===== config.mk =====
export PLATFORM = sky130hd
export DESIGN_NAME = operand_job_dispatcher
export DESIGN_NICKNAME = d
export VERILOG_FILES = /design/src/rtl/operand_job_dispatcher.sv
export SDC_FILE = /design/constraint.sdc
export NUM_CORES = 1
export LEC_CHECK = 0
export BUFFER_PORTS_ARGS = -buffer_cell sky130_fd_sc_hd__buf_4
export CAP_MARGIN = 20
export CORE_MARGIN = 8
export CORE_UTILIZATION = 45
export CTS_BUF_LIST = sky130_fd_sc_hd__clkbuf_8 sky130_fd_sc_hd__clkbuf_16
export CTS_CLUSTER_SIZE = 8
export DETAILED_ROUTE_END_ITERATION = 10
export PLACE_DENSITY_LB_ADDON = 0.12
export RECOVER_POWER = 100
export SETUP_SLACK_MARGIN = 0.05
export SLEW_MARGIN = 40
export SYNTH_ARGS = -nofsm -noshare
export SYNTH_HDL_FRONTEND = slang
export SYNTH_SLANG_ARGS = --single-unit
export TNS_END_PERCENT = 10

===== constraint.sdc =====
create_clock -name clk -period 7.9 [get_ports clk]
set_clock_uncertainty 0.05 [all_clocks]
set_input_delay 0.79 -clock clk [delete_from_list [all_inputs] [get_ports clk]]
set_output_delay 0.79 -clock clk [all_outputs]
set_load 0.03 [all_outputs]

===== src/rtl/operand_job_dispatcher.sv =====
// operand_job_dispatcher
//   Initiator side of a start/done operand interface. Operand sets (six
//   operands each) from a host are queued in a small FIFO. Each set is then
//   presented to the datapath with a one-cycle start pulse. The bench waits
//   for done, captures the result and returns it to the host over a
//   valid/ready channel. A watchdog closes a job whose datapath never
//   answers and flags the result as an error.
//
// Ports
//   clk, rst                  clock (rising edge), asynchronous active-low reset
//   job_valid/job_ready       host push handshake; job_ready = queue not full
//   job_i1..job_i6            operands of the offered job
//   o1..o6                    operands driven to the datapath (held per job)
//   start                     one-cycle launch pulse
//   dut_done/dut_result       datapath completion and its result
//   res_valid/res_ready       result handshake towards the host
//   res_data/res_err          captured result (0 and err=1 on timeout)
//   busy                      a job is in flight (launch, wait or hold)
//   job_count                 jobs queued, not counting the one in flight
module operand_job_dispatcher #(
    parameter int WIDTH   = 32,
    parameter int DEPTH   = 4,
    parameter int TIMEOUT = 1024
) (
    input  logic                     clk,
    input  logic                     rst,
    input  logic                     job_valid,
    output logic                     job_ready,
    input  logic [WIDTH-1:0]         job_i1,
    input  logic [WIDTH-1:0]         job_i2,
    input  logic [WIDTH-1:0]         job_i3,
    input  logic [WIDTH-1:0]         job_i4,
    input  logic [WIDTH-1:0]         job_i5,
    input  logic [WIDTH-1:0]         job_i6,
    output logic [WIDTH-1:0]         o1,
    output logic [WIDTH-1:0]         o2,
    output logic [WIDTH-1:0]         o3,
    output logic [WIDTH-1:0]         o4,
    output logic [WIDTH-1:0]         o5,
    output logic [WIDTH-1:0]         o6,
    output logic                     start,
    input  logic                     dut_done,
    input  logic [WIDTH-1:0]         dut_result,
    output logic                     res_valid,
    input  logic                     res_ready,
    output logic [WIDTH-1:0]         res_data,
    output logic                     res_err,
    output logic                     busy,
    output logic [$clog2(DEPTH):0]   job_count
);

    localparam int AW = $clog2(DEPTH);
    localparam int CW = $clog2(TIMEOUT);
    localparam logic [AW:0]   CNT_FULL = (AW+1)'(DEPTH);
    localparam logic [CW-1:0] TMO_LAST = CW'(TIMEOUT - 1);

    localparam logic [1:0] S_IDLE   = 2'd0;
    localparam logic [1:0] S_LAUNCH = 2'd1;
    localparam logic [1:0] S_WAIT   = 2'd2;
    localparam logic [1:0] S_HOLD   = 2'd3;

    // Job queue: one entry holds {i6, i5, i4, i3, i2, i1}
    logic [6*WIDTH-1:0] mem_q [DEPTH];
    logic [AW-1:0]      wr_ptr_q, rd_ptr_q;
    logic [AW:0]        count_q;

    logic [1:0]         state_q, state_d;
    logic [CW-1:0]      tmo_q, tmo_d;
    logic [6*WIDTH-1:0] ops_q, ops_d;
    logic [WIDTH-1:0]   res_data_q, res_data_d;
    logic               res_err_q, res_err_d;

    logic push, pop;

    // A full queue refuses the push outright, even if a pop happens this cycle
    assign job_ready = (count_q != CNT_FULL);
    assign push      = job_valid && job_ready;
    assign pop       = (state_q == S_IDLE) && (count_q != '0);

    always_ff @(posedge clk) begin
        if (push) begin
            mem_q[wr_ptr_q] <= {job_i6, job_i5, job_i4, job_i3, job_i2, job_i1};
        end
    end

    // Pointers are AW bits wide, so they wrap modulo DEPTH on their own
    always_ff @(posedge clk or negedge rst) begin
        if (!rst) begin
            wr_ptr_q <= '0;
            rd_ptr_q <= '0;
            count_q  <= '0;
        end else begin
            if (push) wr_ptr_q <= wr_ptr_q + 1'b1;
            if (pop)  rd_ptr_q <= rd_ptr_q + 1'b1;
            unique case ({push, pop})
                2'b10:   count_q <= count_q + 1'b1;
                2'b01:   count_q <= count_q - 1'b1;
                default: count_q <= count_q;
            endcase
        end
    end

    always_comb begin
        state_d    = state_q;
        tmo_d      = tmo_q;
        ops_d      = ops_q;
        res_data_d = res_data_q;
        res_err_d  = res_err_q;
        unique case (state_q)
            S_IDLE: begin
                if (pop) begin
                    ops_d   = mem_q[rd_ptr_q];
                    state_d = S_LAUNCH;
                end
            end
            S_LAUNCH: begin
                tmo_d   = '0;
                state_d = S_WAIT;
            end
            S_WAIT: begin
                tmo_d = tmo_q + 1'b1;
                // done is checked first so a completion in the last allowed
                // cycle still returns a good result
                if (dut_done) begin
                    res_data_d = dut_result;
                    res_err_d  = 1'b0;
                    state_d    = S_HOLD;
                end else if (tmo_q == TMO_LAST) begin
                    res_data_d = '0;
                    res_err_d  = 1'b1;
                    state_d    = S_HOLD;
                end
            end
            S_HOLD: begin
                if (res_ready) state_d = S_IDLE;
            end
            default: state_d = S_IDLE;
        endcase
    end

    always_ff @(posedge clk or negedge rst) begin
        if (!rst) begin
            state_q    <= S_IDLE;
            tmo_q      <= '0;
            ops_q      <= '0;
            res_data_q <= '0;
            res_err_q  <= 1'b0;
        end else begin
            state_q    <= state_d;
            tmo_q      <= tmo_d;
            ops_q      <= ops_d;
            res_data_q <= res_data_d;
            res_err_q  <= res_err_d;
        end
    end

    // Status decoded straight from the state so reset clears start at once
    assign start     = (state_q == S_LAUNCH);
    assign res_valid = (state_q == S_HOLD);
    assign busy      = (state_q != S_IDLE);
    assign job_count = count_q;
    assign res_data  = res_data_q;
    assign res_err   = res_err_q;

    assign o1 = ops_q[0*WIDTH +: WIDTH];
    assign o2 = ops_q[1*WIDTH +: WIDTH];
    assign o3 = ops_q[2*WIDTH +: WIDTH];
    assign o4 = ops_q[3*WIDTH +: WIDTH];
    assign o5 = ops_q[4*WIDTH +: WIDTH];
    assign o6 = ops_q[5*WIDTH +: WIDTH];

endmodule


# ---- Word-level counts from Yosys, hierarchy flattened
# Memory sizes are Yosys's and may differ from the RTL's. A register that Yosys moved wholly into a read port is not among the register bits.
# Cells that the tools add are included.
dict set report totals {
  mem_bits_rw 768
  wordCells 48
  latchBits 0
  rom_bits 0
  memories 1
  out_inout_bits 232
  register_bits 52
}
# name depth width rd rd_clocked_by_memory_dff write_ports line
set mem_list {}
lappend mem_list {mem_q 4 192 1 1 1 63} ;# logic [6*WIDTH-1:0] mem_q [DEPTH];
dict set report classes {
  mul 0
  reduce_logical 12
  add_sub_neg 5
  n_eq_ne 10
  mux 13
  div 0
  order_cmp 0
  bitwise_logic 0
  n_shift 0
}
# cell n
set ops {}
lappend ops {{$mux W32} 2}
lappend ops {{$pmux W10 S2} 1}
lappend ops {{$add A10 B1 Y10 const B} 1}
lappend ops {{$eq A10 B10 Y1 const B} 1}
lappend ops {{$mux W2} 4}
lappend ops {{$pmux W2 S4} 1}
lappend ops {{$reduce_bool A2 Y1} 4}
lappend ops {{$eq A2 B2 Y1 const B} 3}
lappend ops {{$ne A3 B3 Y1 const B} 2}
lappend ops {{$pmux W3 S2} 1}
lappend ops {{$add A2 B1 Y2 const B} 2}
lappend ops {{$eq A2 B1 Y1 const B} 2}
lappend ops {{$mux W1} 4}
lappend ops {{$reduce_and A2 Y1} 2}
lappend ops {{$add A3 B1 Y3 const B} 1}
lappend ops {{$reduce_and A3 Y1} 1}
lappend ops {{$reduce_bool A3 Y1} 1}
lappend ops {{$sub A3 B1 Y3 const B} 1}
lappend ops {{$logic_and A1 B1 Y1} 2}
lappend ops {{$logic_not A2 Y1} 1}
lappend ops {{$ne A2 B1 Y1 const B} 1}
lappend ops {{$ne A2 B2 Y1 const B} 1}
lappend ops {{$logic_not A1 Y1} 1}

# ---- Logic depth before layout (Yosys ltp)
# Gate-level depths: netlist of the first run.
dict set report depth {
  ltp_word 4
  ltp_mapped 12
  mapped_depth_nobuf 10
}

# ---- Least setup slack after synthesis of the first run
# No wires, ideal clock.
dict set report synth_path {
  path_kind {register to register}
  start {reg count_q[0], in the netlist job_count[0]}
  end {mem mem_q[0][0] (netlist bit), enable pin}
  period_less_slack_ns 6.163
  path_buffers 0
  setup_ns 0.578
  t_arrival_ns 5.535
  stages_incl_launch_ff 4
  setup_slack_ns 1.737
  cell_sequence {dfrtp_1 inv_1 nand3_1 and3_1}
}
dict set report synth_via {
  elab_chain_cells 4
}
# element line
set synth_rtl {}
lappend synth_rtl {{start, declared} 65} ;# logic [AW:0] count_q;
lappend synth_rtl {{start signal, assigned} 96} ;# 2'b10: count_q <= count_q + 1'b1;
lappend synth_rtl {{start signal, assigned} 97} ;# 2'b01: count_q <= count_q - 1'b1;
lappend synth_rtl {{start signal, assigned} 98} ;# default: count_q <= count_q;
lappend synth_rtl {{$ne A3 B3 Y1} 76} ;# assign job_ready = (count_q != CNT_FULL);
lappend synth_rtl {{named net job_ready} 28} ;# output logic job_ready,
lappend synth_rtl {{$logic_and A1 B1 Y1} 77} ;# assign push = job_valid && job_ready;
lappend synth_rtl {{$mux W1} 81} ;# if (push) begin
lappend synth_rtl {{$mux W1 (not written as such)} 82} ;# mem_q[wr_ptr_q] <= {job_i6, job_i5, job_i4, job_i3, job_i2, job_i1};
lappend synth_rtl {{end, declared} 63}
# The timed path passes the listed nets, and every way through them passes these cells.

# ---- Worst setup path after layout of the first run
dict set report layout_path {
  start {reg count_q[1], in the netlist job_count[1]}
  end {reg ops_q[45], read port of mem_q}
}
dict set report layout_via {
  elab_chain_cells 3
}
# element line
set layout_rtl {}
lappend layout_rtl {{$reduce_bool A3 Y1} 78} ;# assign pop = (state_q == S_IDLE) && (count_q != '0);
lappend layout_rtl {{$logic_and A1 B1 Y1} 78}
lappend layout_rtl {{$reduce_and A2 Y1 (no source line)} n/a}
lappend layout_rtl {{end, declared} 69} ;# logic [6*WIDTH-1:0] ops_q, ops_d;
# No other way between the ends.
# A chain may end at the register's enable or synchronous reset.

==> results of run 1 <==
## sequential cells by signal, summed over array words and instances (netlist names), 2 cells and up
| signal | cells |
|---|---|
| res_data | 32 |
| tmo_q | 10 |
| mem_q | 768 |
| rd_ptr_q | 2 |
| state_q | 2 |
| job_count | 3 |
| ops_q | 192 |
| wr_ptr_q | 2 |
## cell usage after synthesis (all sizes together)
master	instances
nand4	2
mux2i	1
nor4	2
a21o	1
a31oi	1
xnor2	9
o32a	1
fa	1
or3	2
nor2	8
and3	4
nand2	586
a22o	33
mux4	192
nor3	5
a21oi	2
dfrtp	244
clkbuf	7
nand3	6
ha	11
nor2b	1
mux2	2
inv	15
xor2	2
o21ai	6
buf	87
and2	1
edfxtp	768
nand2b	1
## path summary, 6_finish.rpt
| kind | to | slack (ns) | cells past startpoint |
|---|---|---|---|
| max | ops_q[45] | 2.88 | 5 |
| min | res_data[15] | 0.26 | 2 |
| max reg2reg | ops_q[45] | 2.88 | 5 |
| min reg2reg | ops_q[40] | 0.42 | 2 |
| max in group asynchronous | rd_ptr_q[1] | 3.89 | 5 |
| min in group asynchronous | res_data[26] | 1.75 | 2 |
## per-stage QoR
stage          util [%]  hold WS [ns]  std cells
6_report           54.4         0.260       3738
5_1_grt            54.4         0.211       3733
4_1_cts            56.4         0.161       3726
3_5_place_dp       51.1         0.414       3466
3_3_place_gp       50.9         0.409       3458
2_1_floorplan         -         0.444       2001
## cells by family (layout without fill, tap and decap cells)
family | Yosys count | count (layout)
AOI/OAI and AO/OA | 44 | 44
xor gates and xnor gates | 11 | 11
adders and majority gates | 12 | 12
buffers and inverters | 109 | 764
DFF | 1012 | 1012
muxes | 195 | 195
other | 0 | 12
and+or+nand+nor | 618 | 618
## where the power goes
part | switching, mW | internal [mW]
registers | 0.634 | 7.25
clock network | 2.27 | 3.34
logic | 3.74 | 1.91
total | 6.65 | 12.5
## what timing repair did
action | CTS | global route
endpoints found under the setup margin | 0 | 0
endpoints found under the hold margin | 59 | 0
hold buffers | 1 | 0
## cell usage in the layout, fill, tap and decap left out, types with 8 or more instances in the layout
| cell type | Yosys | final |
|---|---|---|
| buf_4 | 0 | 43 |
| buf_12 | 0 | 8 |
| clkbuf_16 | 0 | 145 |
| nand2_1 | 585 | 585 |
| xnor2_1 | 9 | 9 |
| mux4_2 | 192 | 192 |
| a22o_1 | 33 | 33 |
| dfrtp_1 | 244 | 242 |
| diode_2 | 0 | 12 |
| ha_1 | 11 | 11 |
| inv_1 | 14 | 113 |
| edfxtp_1 | 768 | 768 |
| clkbuf_1 | 7 | 429 |
| nor2_1 | 8 | 8 |
## worst register-to-register path, stage by stage (launching register included)
cell	delay, ns
dfrtp_1	0.41
nor3_1	0.37
nand2b_1	1.05
clkbuf_1	2.61
nand2_1	0.28
nand2_1	0.18
## final cells by class
class                      count  area [sq um]  share of cell area [%]
antenna                       12          30.0                  0.0674
clock buffer                 145          3630                    8.15
clock inverter               114           702                    1.58
inverter                      15          61.3                   0.138
multi-input combinational    880          7350                    16.5
sequential                  1012         29200                    65.5
tap                         1070          1340                    3.01
timing repair buffer         490          2250                    5.06
## routing by layer
layer,share of wire [%],global-route usage [%]
met4,2.3,6.13
met5,0.16,0
met1,41,23.9
met2,49,31.1
met3,7.1,5.30
==> results by group, run 1 <==
Worst setup path
  – CP top delay family: buffers and inverters
  – Worst setup startpoint: job_count[1]
  – Cell mode on critical path: nand2_1
  – CP endpoint kind: flop
  – Slowest cell on crit path: clkbuf_1
  – CP Launch Type: flop
  – Worst path arrival time: 5.59 ns
  – Critical Path Max Stage Delay: 2.60 ns
  – Crit path buf inv count: 1
  – FF-to-FF Start: job_count[1]
  – WS Path Type: reg2reg
  – Worst EP required: 8.47 ns
  – CP Cell Sequence: nor3_1 > nand2b_1 > clkbuf_1 > nand2_1 > nand2_1
  – Worst-path fanout max: 58

Synthesis
  – Simple-gate share of the synthesized area: 6.39%
  – Mapped Area: 0.0371 sq mm
  – Synth Warn #: 0
  – Distinct cells, synth: 36
  – Main combinational cell family by area after synthesis: multiplexers
  – Cell taking the most area after synthesis: edfxtp_1
  – Post-synthesis adder-cell area fraction: 0.424%
  – Synth area leaders: edfxtp_1 (62%), dfrtp_1 (16%), mux4_2 (12%)
  – Mux share of post-synthesis cell area: 11.7%
  – Post-synth net total: 2,242
  – Syn Area/Cell: 18.6 sq um
  – Seq cells post-synth: 1,012
  – Area share of the largest cell type after synthesis: 62.1%
  – Mapped Cells: 2,001
  – Synth Area in Compound Gates: 0.950%
  – Seq/Total Area, Yosys: 78.5%
  – Synth Area in XOR/XNOR: 0.259%

STA
  – Final setup vio count: 0
  – Setup TNS: 0 ns
  – RSZ-0062 raised after global routing: false
  – Final worst slack: 2.88 ns
  – Final Slew Violations: 330
  – Worst-Margin Slew: 4.10 ns
  – Fin. Hold Viols: 0
  – Fmax: 199 MHz
  – Worst rel slew slack: -173%
  – Tcrit/Tclk final: 63.5%
  – Tmin final: 5.02 ns

Floorplanning
  – Die height: 303 um
  – Ports: 461
  – FP Rows: 105
  – Die ar.: 0.0920 sq mm
  – Core area: 0.0818 sq mm
  – Initial core utilization: 45.4%
  – Die Width: 303 um

Clock tree
  – Post-CTS setup buffers: 0
  – Worst-Skew Late Latency: 0.70 ns
  – CTS max path bufs: 3
  – Htree depth: 4
  – CTS tree: built
  – Clock transition at path regs: 0.05 ns
  – Root buffer cell: clkbuf_16
  – CTS Buf Count: 144
  – Post-cts gate resize count: 0
  – Clk sinks: 1,012

Detailed routing
  – Via-to-Cell Ratio: 5.19
  – Drt drc: 0
  – Antenna violation net count after detailed routing: 0
  – Vias: 19,391
  – DRT Pass-1 Iters: 5
  – Initial DRC count: 1,042
  – Wire per inst: 23.0 um
  – Final WL: 85.9 mm

Run status
  – Status: complete, but fails checks
  – Failing checks: capacitance limit, slew limit

Power
  – Peak VDD IR: 264 uV
  – Total power: 19.2 mW
  – Pwr Density: 430 mW/mm^2
  – P_leak: 16.7 nW

Job
  – Max_cap viols: 8

Global routing
  – GR Util All Layers: 18.8%
  – Initial antenna violation count: 21
  – Largest net degree at the start of global routing: 103
  – First-pass GRT wire length: 129 mm
  – Vias in the first global route: 21,095
  – GRT overflow: 0

Placed design
  – Placed Area: 0.0418 sq mm
  – RePlAce Congestion: 0.752
  – Pre-CTS setup slack: 4.79 ns
  – Number of port buffers: 460
  – Hpwl dp: 50.7 mm

Finish
  – Area growth from synthesis to layout: 19.9%
  – Nets: 2,784
  – Share of cells above drive strength 1: 15.8%
  – Fillcell total: 6,794
  – Final instance area: 0.0445 sq mm

Worst hold path
  – Hold Crit Start: dut_result[15]
  – Hold Crit Class: in2reg
(Power assumes the default switching activity.)
==> run 2: changes to the inputs <==
==> constraint.sdc (replaced) <==
create_clock -name clk -period 4.5 [get_ports clk]
set_clock_uncertainty 0.05 [all_clocks]
set_input_delay 0.45 -clock clk [delete_from_list [all_inputs] [get_ports clk]]
set_output_delay 0.45 -clock clk [all_outputs]
set_load 0.03 [all_outputs]
==> results by group, run 2 (same netlist as run 1, synthesis figures left out) <==
Floorplanning
  – FP Rows: 105 (unchanged)
  – Core area: 0.0818 sq mm (unchanged)
  – Ports: 461 (unchanged)
  – Die ar.: 0.0920 sq mm (unchanged)
  – Die Width: 303 um (unchanged)
  – Die height: 303 um (unchanged)
  – Initial core utilization: 45.4% (unchanged)

STA
  – Fmax: 273 MHz (was 199 MHz)
  – Hold_ws: 0.140 ns (was 0.260 ns)
  – RSZ-0062 raised after global routing: false (unchanged)
  – Tmin final: 3.66 ns (was 5.02 ns)
  – Final setup vio count: 0 (unchanged)
  – Final Slew Violations: 430 (was 330)
  – Final worst slack: 0.839 ns (was 2.88 ns)
  – Setup TNS: 0 ns (unchanged)
  – Fin. Hold Viols: 0 (unchanged)
  – Worst-Margin Slew: 2.56 ns (was 4.10 ns)
  – Worst rel slew slack: -70.7% (was -173%)
  – Tcrit/Tclk final: 81.4% (was 63.5%)

Detailed routing
  – DRT Pass-1 Iters: 5 (unchanged)
  – Wire per inst: 22.3 um (was 23.0 um)
  – Final WL: 88.4 mm (was 85.9 mm)
  – Initial DRC count: 1,250 (was 1,042)
  – Antenna violation net count after detailed routing: 0 (unchanged)
  – Via-to-Cell Ratio: 5.15 (was 5.19)
  – Vias: 20,370 (was 19,391)
  – Drt drc: 0 (unchanged)

Clock tree
  – CTS Buf Count: 144 (unchanged)
  – Htree depth: 4 (unchanged)
  – CTS max path bufs: 3 (unchanged)
  – Post-CTS setup buffers: 0 (unchanged)
  – Worst-Skew Late Latency: 0.71 ns (was 0.70 ns)
  – CTS tree: built (unchanged)
  – Clock transition at path regs: 0.05 ns (about the same)
  – Root buffer cell: clkbuf_16 (unchanged)
  – Clk sinks: 1,012 (unchanged)

Worst setup path
  – WS Path Type: reg2reg (unchanged)
  – Setup slack, reg-to-reg: 0.84 ns (was 2.88 ns)
  – Cell mode on critical path: nand2_1 (unchanged)
  – FF-to-FF Start: rd_ptr_q[1] (was job_count[1])
  – FF-to-FF End: ops_q[5] (was ops_q[45])
  – Worst path arrival time: 4.25 ns (was 5.59 ns)
  – CP Launch Type: flop (unchanged)
  – CP Cell Sequence: clkbuf_1 > mux4_2 > nand2_1 > nand2_1 (was nor3_1 > nand2b_1 > clkbuf_1 > nand2_1 > nand2_1)
  – Reg2Reg Depth: 4 (was 5)
  – Worst EP required: 5.09 ns (was 8.47 ns)
  – CP endpoint kind: flop (unchanged)
  – Critical Path Max Stage Delay: 1.86 ns (was 2.60 ns)
  – Slowest cell on crit path: clkbuf_1 (unchanged)
  – Worst-path fanout max: 40 (was 58)

Finish
  – Nets: 3,009 (was 2,784)
  – Final Non-Filler Cells: 3,958 (was 3,738)
  – Final instance area: 0.0467 sq mm (was 0.0445 sq mm)
  – Area growth from synthesis to layout: 25.8% (was 19.9%)
  – Biggest register: mem_q (unchanged)
  – Largest register FFs: 768 (unchanged)
  – Share of cells above drive strength 1: 14.7% (was 15.8%)
  – Commonest non-fill, non-tap cell in the layout: edfxtp_1 (unchanged)
  – Leading cell types in the layout, fill and taps excluded: edfxtp_1 (768), nand2_1 (585), clkbuf_1 (426) (was edfxtp_1 (768), nand2_1 (585), clkbuf_1 (429))

Power
  – Pwr Density: 723 mW/mm^2 (was 430 mW/mm^2)
  – Combinational share of power: 30.3% (was 29.5%)
  – Clock Power Share: 28.8% (was 29.3%)
  – Internal Power: 22.0 mW (was 12.5 mW)
  – Sw Pwr: 11.7 mW (was 6.65 mW)
  – Peak VDD IR: 445 uV (was 264 uV)
  – Sw Share: 34.8% (was 34.7%)
  – P_leak: 17.6 nW (was 16.7 nW)
  – Sequential power share: 40.9% (was 41.1%)

Job
  – Max_cap viols: 9 (was 8)

Worst hold path
  – Hold Crit Start: job_valid (was dut_result[15])
  – Hold depth: 3 (was 2)
  – Hold path endpoint: wr_ptr_q[0] (was res_data[15])
  – Hold Crit Class: in2reg (unchanged)

Global routing
  – Met2 usage: 32.3% (was 31.1%)
  – Met3 Use GR: 5.84% (was 5.30%)
  – First-pass GRT wire length: 135 mm (was 129 mm)
  – Initial antenna violation count: 17 (was 21)
  – GRT busiest layer: met2 (unchanged)
  – Vias in the first global route: 22,422 (was 21,095)
  – GRT overflow: 0 (unchanged)
  – Met1 Use GR: 24.7% (was 23.9%)
  – Largest net degree at the start of global routing: 91 (was 103)
  – GR Util All Layers: 19.4% (was 18.8%)

Placed design
  – Cells after DPL: 3,465 (was 3,466)
  – Number of port buffers: 460 (unchanged)
  – Pre-CTS setup slack: 1.38 ns (was 4.79 ns)
  – Placed Area: 0.0419 sq mm (was 0.0418 sq mm)
  – Hpwl dp: 50.6 mm (was 50.7 mm)
  – RePlAce Congestion: 0.765 (was 0.752)

Run status
  – Status: complete, but fails checks (unchanged)
  – Failing checks: capacitance limit, slew limit (unchanged)
run 2: how the worst max path moves through the flow:
stage | cells after the start | slack (ns) | start | endpoint
floorplan | 3 | -1.66 | job_count[0] | mem_q[2][0]
global placement | 10 | 1.38 | state_q[0] | job_count[2]
detailed placement | 10 | 1.38 | state_q[1] | job_count[2]
CTS | 10 | 1.32 | state_q[1] | job_count[2]
global route | 4 | 0.56 | job_count[0] | mem_q[1][107]
finish | 4 | 0.84 | rd_ptr_q[1] | ops_q[5]
run 2: per-layer routing:
metal | wire length (um) | vias up
met3 | 6400 | 131
met4 | 1860 | 8
met2 | 43500 | 610
met1 | 36500 | 10518
li1 | - | 9103
met5 | 48 | -
run 2: through the flow:
step / power [mW] / utilization [%]
after floorplan: 21.2 / -
after detailed placement: 25.2 / 51.2
after global placement: 24.9 / 51.1
after CTS: 35.2 / 59.1
final: 33.8 / 57.1
after global routing: 35.6 / 57.1
run 2: timing repair:
action                    4_1_cts  5_1_grt
gates resized for setup         0        0
hold endpoints to repair      868        0
hold buffers                  225        0
run 2: final cells by class:
type                            count  area (sq um)
Fill cell                        6647         35100
Sequential cell                  1012         29200
Multi-Input combinational cell    880          7360
Timing Repair Buffer              715          4540
Clock buffer                      145          3630
Tap cell                         1070          1340
Clock inverter                    107           599
Inverter                           15          61.3
Antenna cell                       14          35.0
run 2: power groups by stage:
stage          clock network (mW)  logic [mW]  registers (mW)
6_report                     9.74        10.2            13.8
5_1_grt                      10.4        11.2            14.0
2_1_floorplan                   0        5.53            15.7
3_3_place_gp                    0        11.0            13.9
4_1_cts                      10.0        11.3            13.9
3_5_place_dp                    0        11.1            14.0
run 2: worst max-delay path: cells and delay by family (launching register included):
kind | cells | cell delay (ns)
buf+inv | 1 | 1.86
flops | 1 | 0.88
mux | 1 | 0.54
simple gates | 2 | 0.19
